### config.mk
export PLATFORM = sky130hd
export DESIGN_NAME = pc_sequencer
export DESIGN_NICKNAME = d
export VERILOG_FILES = /design/src/rtl/pc_seq_pkg.sv /design/src/rtl/pc_sequencer_mem_wait_ctr.sv /design/src/rtl/pc_sequencer.sv
export SDC_FILE = /design/constraint.sdc
export NUM_CORES = 1
export LEC_CHECK = 0
export ABC_AREA = 1
export BUFFER_PORTS_ARGS = -buffer_cell sky130_fd_sc_hd__buf_2
export CORE_UTILIZATION = 32
export DETAILED_ROUTE_END_ITERATION = 6
export PLACE_DENSITY_LB_ADDON = 0.15
export SLEW_MARGIN = 20
export SYNTH_ARGS = -nofsm -noshare
export SYNTH_HDL_FRONTEND = slang
export SYNTH_SLANG_ARGS = --single-unit
### constraint.sdc
create_clock -name clk -period 1.4 [get_ports clk]
set_input_delay 0.14 -clock clk [delete_from_list [all_inputs] [get_ports clk]]
set_output_delay 0.14 -clock clk [all_outputs]
set_load 0.02 [all_outputs]
### src/rtl/pc_seq_pkg.sv
// Shared definitions for the multi-cycle sequencer of the 9-bit, 8-opcode core:
// sequencer states, opcode encodings and the default program-counter width.
package pc_seq_pkg;

    typedef enum logic [2:0] {
        IDLE,
        FETCH,
        EXEC,
        MEM_WAIT,
        DONE
    } state_t;

    localparam logic [2:0] OP_ADD   = 3'b000;
    localparam logic [2:0] OP_ROR   = 3'b001;
    localparam logic [2:0] OP_NAND  = 3'b010;
    localparam logic [2:0] OP_LOAD  = 3'b011;
    localparam logic [2:0] OP_STORE = 3'b100;
    localparam logic [2:0] OP_MOVE  = 3'b101;
    localparam logic [2:0] OP_BNE   = 3'b110;
    localparam logic [2:0] OP_SET   = 3'b111;

    localparam int DEFAULT_PC_W = 10;

endpackage

### src/rtl/pc_sequencer_mem_wait_ctr.sv
// Load-latency counter: cleared when a load issues, counts the MEM_WAIT cycles
// and flags the last one (count == MEM_LAT-1).
module mem_wait_ctr #(
    parameter int MEM_LAT = 2
) (
    input  logic clk,
    input  logic reset,
    input  logic clr,
    input  logic en,
    output logic tc
);

    localparam int W = (MEM_LAT > 1) ? $clog2(MEM_LAT) : 1;
    localparam logic [W-1:0] LAST = W'(MEM_LAT - 1);

    logic [W-1:0] count;

    // NOTE: sequential state is written with <= so every register samples
    // the pre-edge values, independent of block ordering.
    always_ff @(posedge clk) begin
        if (reset || clr) begin
            count <= '0;
        end else if (en && !tc) begin
            count <= count + 1'b1;
        end
    end

    assign tc = (count == LAST);

endmodule

### src/rtl/pc_sequencer.sv
// Instruction sequencer: owns the PC, walks FETCH -> EXEC (-> MEM_WAIT for
// loads), gates decoder write enables into strobes and runs start/done.
module pc_sequencer
    import pc_seq_pkg::*;
#(
    parameter int PC_W     = DEFAULT_PC_W,
    parameter int PROG_LEN = 1024,
    parameter int MEM_LAT  = 2,
    parameter int CNT_W    = 16
) (
    input  logic             clk,
    input  logic             reset,
    input  logic             start,
    input  logic             dec_regwrite,
    input  logic             dec_memwrite,
    input  logic             dec_memtoreg,
    input  logic             dec_branch,
    input  logic             dec_halt,
    input  logic             alu_zero,
    input  logic [PC_W-1:0]  branch_target,
    output logic [PC_W-1:0]  pc,
    output logic             ir_load,
    output logic             reg_we,
    output logic             mem_we,
    output logic             mem_re,
    output logic             busy,
    output logic             done,
    output logic [CNT_W-1:0] cycle_count
);

    localparam logic [PC_W-1:0]  LAST_PC = PC_W'(PROG_LEN - 1);
    localparam logic [CNT_W-1:0] CNT_MAX = '1;

    state_t state;
    logic   wait_tc;
    logic   exec_live;
    logic   load_issue;
    logic   taken;
    logic   at_end;

    assign exec_live  = (state == EXEC) && !dec_halt;
    assign load_issue = exec_live && dec_memtoreg;
    assign taken      = dec_branch && !alu_zero;
    assign at_end     = (pc == LAST_PC);

    mem_wait_ctr #(.MEM_LAT(MEM_LAT)) u_wait (
        .clk   (clk),
        .reset (reset),
        .clr   (load_issue),
        .en    (state == MEM_WAIT),
        .tc    (wait_tc)
    );

    // NOTE: every output gets a default first so no path leaves it unassigned
    // and no latch is inferred.
    always_comb begin
        ir_load = 1'b0;
        reg_we  = 1'b0;
        mem_we  = 1'b0;
        mem_re  = 1'b0;
        busy    = 1'b0;
        done    = 1'b0;
        case (state)
            FETCH: begin
                ir_load = 1'b1;
                busy    = 1'b1;
            end
            EXEC: begin
                busy   = 1'b1;
                mem_re = load_issue;
                // Store wins if the decoder ever raises both write enables.
                mem_we = exec_live && !dec_memtoreg && dec_memwrite;
                reg_we = exec_live && !dec_memtoreg && dec_regwrite && !dec_memwrite;
            end
            MEM_WAIT: begin
                busy   = 1'b1;
                mem_re = 1'b1;
                reg_we = wait_tc;
            end
            DONE:    done = 1'b1;
            default: ;
        endcase
    end

    always_ff @(posedge clk) begin
        if (reset) begin
            state       <= IDLE;
            pc          <= '0;
            cycle_count <= '0;
        end else begin
            if (busy && cycle_count != CNT_MAX) begin
                cycle_count <= cycle_count + 1'b1;
            end
            case (state)
                IDLE: begin
                    if (start) begin
                        state       <= FETCH;
                        pc          <= '0;
                        cycle_count <= '0;
                    end
                end
                FETCH: state <= EXEC;
                EXEC: begin
                    if (dec_halt) begin
                        state <= DONE;
                    end else if (dec_memtoreg) begin
                        state <= MEM_WAIT;
                    end else if (taken) begin
                        pc    <= branch_target;
                        state <= FETCH;
                    end else if (at_end) begin
                        state <= DONE;
                    end else begin
                        pc    <= pc + 1'b1;
                        state <= FETCH;
                    end
                end
                MEM_WAIT: begin
                    if (wait_tc) begin
                        if (at_end) begin
                            state <= DONE;
                        end else begin
                            pc    <= pc + 1'b1;
                            state <= FETCH;
                        end
                    end
                end
                DONE: begin
                    // A new run must pass through IDLE, so wait for start to drop.
                    if (!start) state <= IDLE;
                end
                default: state <= IDLE;
            endcase
        end
    end

endmodule

* Word-level counts from Yosys, hierarchy flattened
Index checks and enable logic that the tools add are counted.
** Storage, ports and cells
- Flip-flop bits (word level) :: 30
- Bits of input ports :: 19
** Cells by class
- Add/sub/neg operators :: 3
- Eq/ne operators :: 11
- Muxes and demuxes :: 24
- Reduce and logical (&&, ||, !) cells :: 20
** Operators by type and width (number)
- two-way mux 10 bit :: 6
- two-way mux 16 bit :: 3
- one-hot mux 10 bit (3 select lines) :: 1
- two-way mux 3 bit :: 7
- adder 16 x 1 -> 16 bit (second input constant) :: 1
- inequality test 16 bit (second input constant) :: 1
- one-hot mux 3 bit (5 select lines) :: 1
- adder 10 x 1 -> 10 bit (second input constant) :: 1
- == test 10 bit (second input constant) :: 1
- inequality test 2 bit (second input constant) :: 5
- logical AND 1 bit :: 9
- == test 3 x 2 -> 1 bit (second input constant) :: 2
- zero test 1 bit :: 5
- AND reduction 5 bit :: 1
- two-way mux 1 bit :: 4
- one-hot mux 1 bit (2 select lines) :: 2
- == test 3 x 1 -> 1 bit (second input constant) :: 1
- == test 3 bit (second input constant) :: 1
- zero test 3 bit :: 1
- AND reduction 3 bit :: 1
- nonzero test 3 bit :: 1
- OR reduction 3 bit :: 1
- adder 1 bit (second input constant) :: 1
- logical OR 1 bit :: 1

* Longest topological paths before layout
Gate-level depths: netlist of run 1.
- Depth after elaboration :: 7
- Mapped depth :: 10

* Cells and area by module
From an unflattened synthesis of run 1, not the netlist that was laid out.
** Unflattened totals
- Cell total of the unflattened synthesis :: 335
- Area total of the unflattened synthesis :: 2095.8 µm²
** Modules (own cells, without submodules)
- pc_sequencer :: instances 1, cells an instance 329, area each 2057.0 µm², seq. area each 580.6 µm²
- mem_wait_ctr :: instances 1, cells an instance 6, area each 38.8 µm², seq. area each 20.0 µm²

* Worst setup path before layout of run 1
Ideal clock, no wire load.
- Kind :: reg2reg
- Start :: register cycle_count[0]
- End :: register cycle_count[0]
- Data arrival time :: 1.514 ns
- Required time :: 1.266 ns
- Setup slack :: -0.248 ns
- Stages on the path, launching flop included :: 10
- Buffers on the path :: 1
- Path through :: dfxtp_1 ha_1 nand2_2 nor2_2 nand2_2 nor2_4 nor2_4 buf_6 o21ai_1 a21oi_1
** Between the ends
- Word-level cells in the longest chain between the ends :: 5
- Elaborated cells between the ends (all ways) :: 6
** RTL lines
- start: declaration :: RTL line pc_sequencer.sv:28 : output logic [CNT_W-1:0] cycle_count
- start signal: assignment :: RTL line pc_sequencer.sv:92 : cycle_count <= cycle_count + 1'b1;
- parallel branches: the longest is 2 deep, another holds adder 16 x 1 -> 16 bit
- two-way mux 16 bit * :: RTL line pc_sequencer.sv:91 : if (busy && cycle_count != CNT_MAX) begin
- two-way mux 16 bit :: RTL line pc_sequencer.sv:96 : if (start) begin
- two-way mux 16 bit * :: RTL line pc_sequencer.sv:94 : case (state)
Every way passes the cells marked *.
A chain may end at the register's enable or synchronous reset.

* Worst setup path in the final report of run 1
- Start :: register state[2]
- End :: output reg_we
** Between the ends
- Word-level cells in the longest chain between the ends :: 6
- Elaborated cells between the ends (all ways) :: 7
** RTL lines
- start: declaration :: RTL line pc_sequencer.sv:34 : state_t state;
- start signal: assignment :: RTL line pc_sequencer.sv:87 : state <= IDLE;
- start signal: assignment :: RTL line pc_sequencer.sv:97 : state <= FETCH;
- start signal: assignment :: RTL line pc_sequencer.sv:102 : FETCH: state <= EXEC;
- == test 3 x 2 -> 1 bit :: RTL line pc_sequencer.sv:41, pc_sequencer.sv:63
- logical AND 1 bit :: RTL line pc_sequencer.sv:41 : assign exec_live = (state == EXEC) && !dec_halt;
- logical AND 1 bit (3 in a row) :: RTL line pc_sequencer.sv:73 : reg_we = exec_live && !dec_memtoreg && dec_regwrite && !dec_memwrite;
- one-hot mux 1 bit (2 select lines) * :: RTL line pc_sequencer.sv:63 : case (state)
- end: declaration :: RTL line pc_sequencer.sv:23 : output logic reg_we,
Every way passes the cells marked *; elsewhere a longest branch is shown, timed or not.

==> results of run 1 <==
per-stage QoR:
step / utilization / power (uW) / cells / setup slack (ps)
2_1_floorplan: - / 1780 / 334 / -21.4
3_3_place_gp: 0.456 / 2270 / 510 / -65.3
3_5_place_dp: 0.456 / 2290 / 510 / -112
4_1_cts: 0.501 / 3270 / 528 / -59.6
5_1_grt: 0.549 / 3650 / 534 / -150
6_report: 0.549 / 3440 / 534 / -72.0
sequential cells by signal, summed over array words and instances, names as in the netlist:
| name | flops |
|---|---|
| cycle_count | 16 |
| state | 3 |
| u_wait.tc | 1 |
| pc | 10 |
layer usage:
metal  global-route usage  vias to the layer above  routed length, um
met3               0.0427                       18                234
met4               0.0987                        0                189
met5                    0                        -                  0
li1                     -                     1321                  -
met1                0.229                     1178               2950
met2                0.329                       50               3350
kinds of logic after synthesis:
group | after synthesis
AO/OA/AOI/OAI | 49
XOR/XNOR | 5
adder cells (fa/ha/maj) | 2
buffers and inverters | 48
flip-flops | 30
AND/OR/NAND/NOR | 200
final cells by class:
type | instances | area [um^2]
multi-input cells | 257 | 1660
clock buffers | 6 | 72.6
flip-flops and latches | 30 | 637
inverters | 45 | 176
well taps | 77 | 96.3
clock inverters | 2 | 8.76
fillers | 614 | 2850
repair buffers | 117 | 820
worst max-delay path, cell delays in order, from the launching register on:
cell	delay [ps]
dfxtp_4	380
nor2_4	180
nand2_8	80
nor2_4	100
nand2_2	70
o21ai_2	120
buf_6	130
power groups by stage:
stage,Sequential (uW),Clock (uW),Combinational [uW]
2_1_floorplan,1060,0,715
6_report,1010,693,1740
4_1_cts,1010,712,1540
5_1_grt,1020,748,1880
3_5_place_dp,1010,0,1280
3_3_place_gp,1000,0,1270
synthesized netlist by cell type:
cell,instances
o21ai_0,12
nand3_4,1
nor3b_1,1
o31ai_1,1
dfxtp_1,30
buf_6,2
nor3_1,4
nand3_1,26
nand4_2,1
a211oi_1,1
inv_2,3
a21oi_1,21
ha_1,2
clkinv_2,2
xnor2_1,2
nor2_4,7
nand2_2,5
nor2_2,4
nor2_1,39
nand2_4,2
nand4_1,8
o21ai_4,1
nand3_2,1
nand2_1,99
a21oi_2,2
inv_1,40
o21ai_1,6
o21ai_2,4
nand3b_1,1
xor2_1,3
or2_2,1
clkbuf_1,1
o21bai_1,1
path summary, 6_finish.rpt:
check	start	end	slack [ps]	cells past startpoint
worst max-delay path	state[2]	reg_we	-70	6
worst min-delay path	branch_target[3]	pc[3]	130	3
worst max register to register	cycle_count[0]	cycle_count[0]	-70	10
worst min register to register	cycle_count[4]	cycle_count[4]	490	2
timing repair:
item                                    CTS  global route
cloned                                    1             0
pin swaps                                18            40
buffers inserted                          9             7
resized for setup                        43            72
endpoints found under the setup margin   31            33
==> metrics.txt, run 1 <==
status=finished with violations; clk_lat worst skew=just under 300 ps; Clk pwr share=0.201; critical-path maximum fanout=6; worst slew pin tran=between 300 and 400 ps; DRC viols=0; Peak supply drop=between 0.0005 and 0.0006 V; Synthesized Nets=355; sequential fraction of the synthesis area=0.287; internal power=around 2000 uW; Setup crit start kind=flip-flop; Clock Tree Buf Depth=2; top cell type's share of synthesized area=0.287; DRT Pass-1 Iters=4; number of buffers created by CTS=5; Post-Synthesis Cells=between 300 and 400; Combinational Power Share=0.505; switching portion of total power=0.417; PortBufs=50; crit end category=output port; post-route ant nets=0; sequential share of power=0.294; part of the cycle the worst path needs=1.05; skew final=roughly 12 ps; Pwr Density=approximately 1000 nW/um^2; fin area=around 3500 um^2; unrepaired setup endpoints after global routing=true; Req. time, crit path=roughly 1300 ps; Root Buffer Master=clkbuf_8; Hold Slack=between 100 and 150 ps; sum of negative setup slack=-467 ps; Hold Violations, Final=0; P_sw=1440 uW; Crit Path Class=reg -> out; Die Y=82.8 um; failing checks=setup timing; htree depth=2; synthesis warning total=0; largest net degree at the start of global routing=15; largest family of logic cells by synthesized area=simple AND/OR/NAND/NOR gates; area share of xor/xnor cells in the synthesized design=0.0209; # setup viols final=18; drt via density=around 4.8; global route overflow=0; Hold Crit Class=in -> reg; min Tclk post-route=between 1000 and 1500 ps; synthesized flop and latch total=30; Critical Path AT=~1300 ps; min setup slack post-route=-72.0 ps; Post-Route WL=6730 um; Area growth, synth to finish=65.9%; first-pass GRT wire length=approximately 11000 um; via count=about 2600; WL/cell=~13 um; Static Leakage=between 0.0015 and 0.002 uW; Slew Limit Fails=0; cell taking the most area after synthesis=dfxtp_1; Synth Cell Area=2090 um^2; Iteration-0 DRC Markers=38; core area=approximately 6300 um^2; Post-Synth Adder-Cell Area=0.0120; GR Util All Layers=0.194; Final #Nets=between 400 and 500; hpwl dp=approximately 4800 um; Initial Utilization=0.331; vias in the first global route=~2400; Yosys cell types=33; Die Wd=between 80 and 90 um; placed inst area=2880 um^2; # rows=29; Max Cap Viol=0; clk slew on worst S/H paths=70 ps; Post-Synth Simple-Gate Area=0.448; Ant. Diodes=0; CTS hold repair buffers=0; antenna violations before repair=0; commonest non-fill, non-tap cell in the layout=nand2_1; layout cell share with drive strength beyond 1=0.519; Compound-Gate Fraction of Synth Area=0.137; gpl congestion=0.820; synthesized area per cell=about 6.3 um^2; CTS Sinks=30; fmax=0.679 GHz; CTS tree=yes; mux share of post-synthesis cell area=0; top cells by area, synth=dfxtp_1, nand2_1, inv_1; most frequent cells in the layout=nand2_1, buf_4, buf_2; Slew HR=0.777; I/O pins=between 50 and 60; Die Footprint=just under 7000 um^2
No activity file was read; power rests on OpenSTA's default activity.
==> run 2, diff against run 1 <==
--- a/config.mk
+++ b/config.mk
@@ -10,6 +10,7 @@
 export CORE_UTILIZATION = 32
 export DETAILED_ROUTE_END_ITERATION = 6
 export PLACE_DENSITY_LB_ADDON = 0.15
+export RECOVER_POWER = 25
 export SLEW_MARGIN = 20
 export SYNTH_ARGS = -nofsm -noshare
 export SYNTH_HDL_FRONTEND = slang
==> metrics.txt, run 2 (synthesis results as in run 1) <==
worst reg2reg path startpoint=cycle_count[0]; part of the cycle the worst path needs=1.05; DRT met1 WL=~3000 um; Iteration-0 DRC Markers=39; clk_lat worst skew=290 ps; hpwl dp=~4800 um; PortBufs=50; vias in the first global route=around 2400; Reg-to-Reg End=cycle_count[0]; global route overflow=0; biggest regs=cycle_count (16), pc (10), state (3); met3 routed WL=237 um; Area growth, synth to finish=65.5%; via count=~2600; Slew HR=0.777; Root Buffer Master=clkbuf_8; CP endpoint=reg_we; number of buffers created by CTS=5; min setup slack post-route=-72.0 ps; CTS hold repair buffers=0; Hold Crit Class=in -> reg; routed wl met2=between 3000 and 4000 um; flop2flop setup slack=-70 ps; max FFs per register=16; fin area=roughly 3500 um^2; Most flops, register=cycle_count; gpl congestion=~0.8; placed inst area=between 2000 and 3000 um^2; status=finished with violations; Hold Violations, Final=0; CTS Sinks=30; Critical Path AT=between 1000 and 1500 ps; layout cell share with drive strength beyond 1=0.505; crit path from=state[2]; skew final=~12 ps; Crit Path Class=reg -> out; Layout Utilization=0.548; Die Wd=just over 80 um; antenna violations before repair=0; Setup crit start kind=flip-flop; Max Cap Viol=0; drt via density=~4.8; Static Leakage=0.00163 uW; Worst Reg-to-Reg Cells=10; Slew Limit Fails=0; DRC viols=0; Peak supply drop=0.000533 V; unrepaired setup endpoints after global routing=true; DRT Pass-1 Iters=4; post-route ant nets=0; Req. time, crit path=1260 ps; htree depth=2; Initial Utilization=0.331; max layer used=met4; clk slew on worst S/H paths=approximately 70 ps; Final #Nets=between 400 and 500; crit end category=output port; hold path start=branch_target[3]; min Tclk post-route=1470 ps; commonest non-fill, non-tap cell in the layout=nand2_1; WL/cell=roughly 13 um; failing checks=setup timing; worst slew pin tran=332 ps; Die Footprint=slightly below 7000 um^2; CTS tree=yes; fmax=between 0.6 and 0.7 GHz; Pwr Density=about 1000 nW/um^2; Ant. Diodes=0; first-pass GRT wire length=roughly 11000 um; critical-path maximum fanout=6; Filler Cells Inserted=between 600 and 700; largest net degree at the start of global routing=15; # setup viols final=18; core area=6310 um^2; Clock Tree Buf Depth=2; GR Util All Layers=0.194; I/O pins=slightly above 50; # rows=29; most frequent cells in the layout=nand2_1, buf_4, buf_2; Die Y=a little over 80 um; Post-Route WL=a little under 7000 um
[run 2: critical path: stages (launching register included)]
cell,delay [ps]
dfxtp_4,380
nor2_4,180
nand2_8,80
nor2_4,100
nand2_2,70
o21ai_2,120
buf_6,130
[run 2: cell type report]
| type | count | area, um^2 | area share |
|---|---|---|---|
| Sequential cell | 30 | 637 | 0.184 |
| Inverter | 45 | 176 | 0.0510 |
| Multi-Input combinational cell | 257 | 1660 | 0.479 |
| Clock inverter | 2 | 8.76 | 0.00253 |
| Timing Repair Buffer | 117 | 812 | 0.235 |
| Clock buffer | 6 | 72.6 | 0.0210 |
| Tap cell | 77 | 96.3 | 0.0278 |
[run 2: routing by layer]
layer / GRT usage / vias up
met4: 0.0987 / 0
li1: - / 1321
met1: 0.229 / 1178
met2: 0.329 / 50
met5: 0 / -
met3: 0.0427 / 18
[run 2: worst min path at each step]
| stage | to | slack [ps] | cells after the start |
|---|---|---|---|
| 4_1_cts | state[2] | 110 | 3 |
| 5_1_grt | state[2] | 130 | 3 |
| 2_1_floorplan | pc[0] | 200 | 1 |
| 3_3_place_gp | state[2] | 410 | 3 |
| 6_report | pc[3] | 130 | 3 |
| 3_5_place_dp | state[2] | 420 | 3 |
[run 2: stage by stage]
stage               hold slack (ps)  setup TNS (ps)  cells  total power (uW)  setup slack [ps]
global placement                411            -324    510              2270             -65.3
detailed placement              416            -934    510              2290              -112
finish                          130            -472    534              3440             -72.0
CTS                             107            -193    528              3270             -59.6
floorplan                       199           -23.1    334              1780             -21.4
global route                    134           -2600    534              3650              -150
[run 2: power by group]
group	switching [uW]	internal, uW	leakage (uW)
combinational	1000	737	0.00133
sequential	84.4	927	0.000251
clock	351	342	0.0000426
[run 2: repair_timing]
action,in CTS,in global routing
pin swaps,18,40
gates cloned,1,0
resized for setup,43,72
setup buffers,9,7
endpoints found under the setup margin,31,33
==> run 3, diff against run 2 <==
--- a/config.mk
+++ b/config.mk
@@ -5,7 +5,7 @@
 export SDC_FILE = /design/constraint.sdc
 export NUM_CORES = 1
 export LEC_CHECK = 0
-export ABC_AREA = 1
+export ABC_AREA = 0
 export BUFFER_PORTS_ARGS = -buffer_cell sky130_fd_sc_hd__buf_2
 export CORE_UTILIZATION = 32
 export DETAILED_ROUTE_END_ITERATION = 6
==> metrics.txt, run 3 <==
Synthesized Nets=roughly 250; hold path start=reset; I/O pins=a little over 50; DRC viols=0; synthesized area per cell=a little over 8 um^2; status=finished with violations; Critical Path AT=approximately 1800 ps; Yosys cell types=61; Peak supply drop=about 0.0004 V; sequential fraction of the synthesis area=0.313; PortBufs=50; cell taking the most area after synthesis=dfxtp_1; DRT Pass-1 Iters=4; hpwl dp=between 4000 and 5000 um; commonest cells in the synthesized netlist=dfxtp_1, nor2_1, a21oi_1, nand3_1, nand2_1; Clock Tree Buf Depth=2; CP Cell Sequence=buf_6 > nor4b_4 > and2_4 > buf_6 > nand2_4 > a41oi_2 > o221a_1; Ant. Diodes=0; post-route ant nets=0; CTS Sinks=30; worst slew pin tran=321 ps; Iteration-0 DRC Markers=between 80 and 90; worst reg2reg path startpoint=state[2]; commonest non-fill, non-tap cell in the layout=buf_4; GR Util All Layers=0.216; via count=2329; Pwr Density=about 650 nW/um^2; vias in the first global route=2257; Post-synth top flop=dfxtp_1; top cell type's share of synthesized area=0.313; synthesis warning total=0; Slew Limit Fails=0; Max Cap Viol=0; Hold Violations, Final=0; top cells by area, synth=dfxtp_1, nor2_1, a21oi_1; Post-Route WL=between 6000 and 7000 um; final cell count without fillers=441; flop2flop setup slack=-130 ps; htree depth=2; failing checks=setup timing; Final #Nets=389; Synth Cell Area=around 1900 um^2; # rows=27; synthesized flop and latch total=30; antenna violations before repair=0; layout cell share with drive strength beyond 1=0.607; global route overflow=0; clk_lat worst skew=280 ps; placed inst area=between 2000 and 3000 um^2; max FFs per register=16; number of buffers created by CTS=5; Req. time, crit path=1620 ps; Crit Path Class=reg -> reg; unrepaired setup endpoints after global routing=true; Die Footprint=between 6000 and 7000 um^2; drt via density=~5.3; Slew HR=0.785; sum of negative setup slack=-1240 ps; fmax=~0.65 GHz; Static Leakage=~0.0014 uW; Post-Synthesis Cells=roughly 230; FF/Latch Area=between 600 and 700 um^2; Post-synth EDFFs=0; min setup slack post-route=-127 ps; multi-input logic area=around 1500 um^2; most common cell in the synthesized netlist=dfxtp_1; Initial Utilization=0.340; asr flop ratio synth=0; cell mode on critical path=buf_6; Most flops, register=cycle_count; Hold Crit Class=in -> reg; clk slew on worst S/H paths=about 70 ps; WL/cell=approximately 15 um; CTS tree=yes; Placed Cells=slightly above 400; fin area=between 3000 and 4000 um^2; first-pass GRT wire length=between 10000 and 15000 um; hold path endpoint=state[2]; min Tclk post-route=1530 ps; skew final=approximately 2.2 ps; Max stage delay on crit path=~360 ps; Max stage delay cell, worst path=dfxtp_4; part of the cycle the worst path needs=1.09; Reg-to-Reg End=pc[9]; Die Y=79.4 um; Worst Hold Depth=2; Root Buffer Master=clkbuf_8; # setup viols final=26; core area=about 5600 um^2; most frequent cells in the layout=buf_4, buf_2, buf_6; Filler Cells Inserted=485; Die Wd=79.4 um; critical-path maximum fanout=3; gpl congestion=0.823; crit end category=flip-flop; Worst Reg-to-Reg Cells=7; Setup crit start kind=flip-flop; Hold Slack=79.0 ps; largest net degree at the start of global routing=12; crit path from=state[2]; biggest regs=cycle_count (16), pc (10), state (3); Area growth, synth to finish=79.0%
-- run 3: changes by cell type after synthesis, sizes merged, moves of 8 or more --
cell   previous run  this run
and3              0         8
o21ai            23         9
nand3            28        17
nor2             50        25
nand2           106        16
inv              43         5
-- run 3: how the worst max path moves through the flow --
stage and end:
2_1_floorplan cycle_count[9], 3_3_place_gp pc[3], 3_5_place_dp pc[4], 4_1_cts pc[9], 5_1_grt pc[4], 6_report pc[9]
-- run 3: layout make-up --
class / instances / area share
multi-input cells: 187 / 0.441
repair buffers: 138 / 0.297
flip-flops and latches: 30 / 0.194
well taps: 72 / 0.0262
clock buffers: 7 / 0.0252
clock inverters: 1 / 0.00875
inverters: 6 / 0.00875
-- run 3: report_power, final --
group	total (uW)	internal (uW)	switching, uW
logic	437	215	221
clock network	926	580	346
registers	862	845	17.3
total	2230	1640	585
-- run 3: worst max-delay path: cells and delay by family (launching register included) --
kind                   cells  cell delay (ps)
AND/OR/NAND/NOR            3              560
buffers and inverters      2              230
flip-flops                 1              360
AO/OA/AOI/OAI              2              320
-- run 3: routing by layer --
metal	up-vias	track usage	part of all wire
met3	7	0.0343	0.042
met5	-	0	0
met2	57	0.355	0.48
met1	1105	0.293	0.47
met4	0	0.0582	0.011
li1	1160	-	-
-- run 3: timing repair --
| item | in CTS | in global routing |
|---|---|---|
| buffers inserted | 18 | 4 |
| endpoints found under the setup margin | 34 | 33 |
| gates cloned | 1 | 0 |
| pin swaps | 27 | 30 |
| hold buffers | 0 | 0 |
| resized for setup | 68 | 29 |
-- run 3: logic make-up (layout without fill, tap and decap cells) --
logic type	count (synthesis)	after routing	share of synthesized area
DFF	30	30	0.313
muxes	1	1	0.00522
and+or+nand+nor	104	104	0.306
buffers and inverters	15	152	0.0470
xor gates and xnor gates	11	11	0.0503
adders and majority gates	2	2	0.0131
AOI/OAI and AO/OA	68	69	0.265
-- run 3: stage by stage --
stage	total power (uW)	setup WS (ps)	utilization
3_5_place_dp	1170	-201	0.489
6_report	2230	-127	0.608
4_1_cts	2210	-112	0.584
3_3_place_gp	1170	-164	0.489
2_1_floorplan	1050	-103	-
5_1_grt	2300	-169	0.608
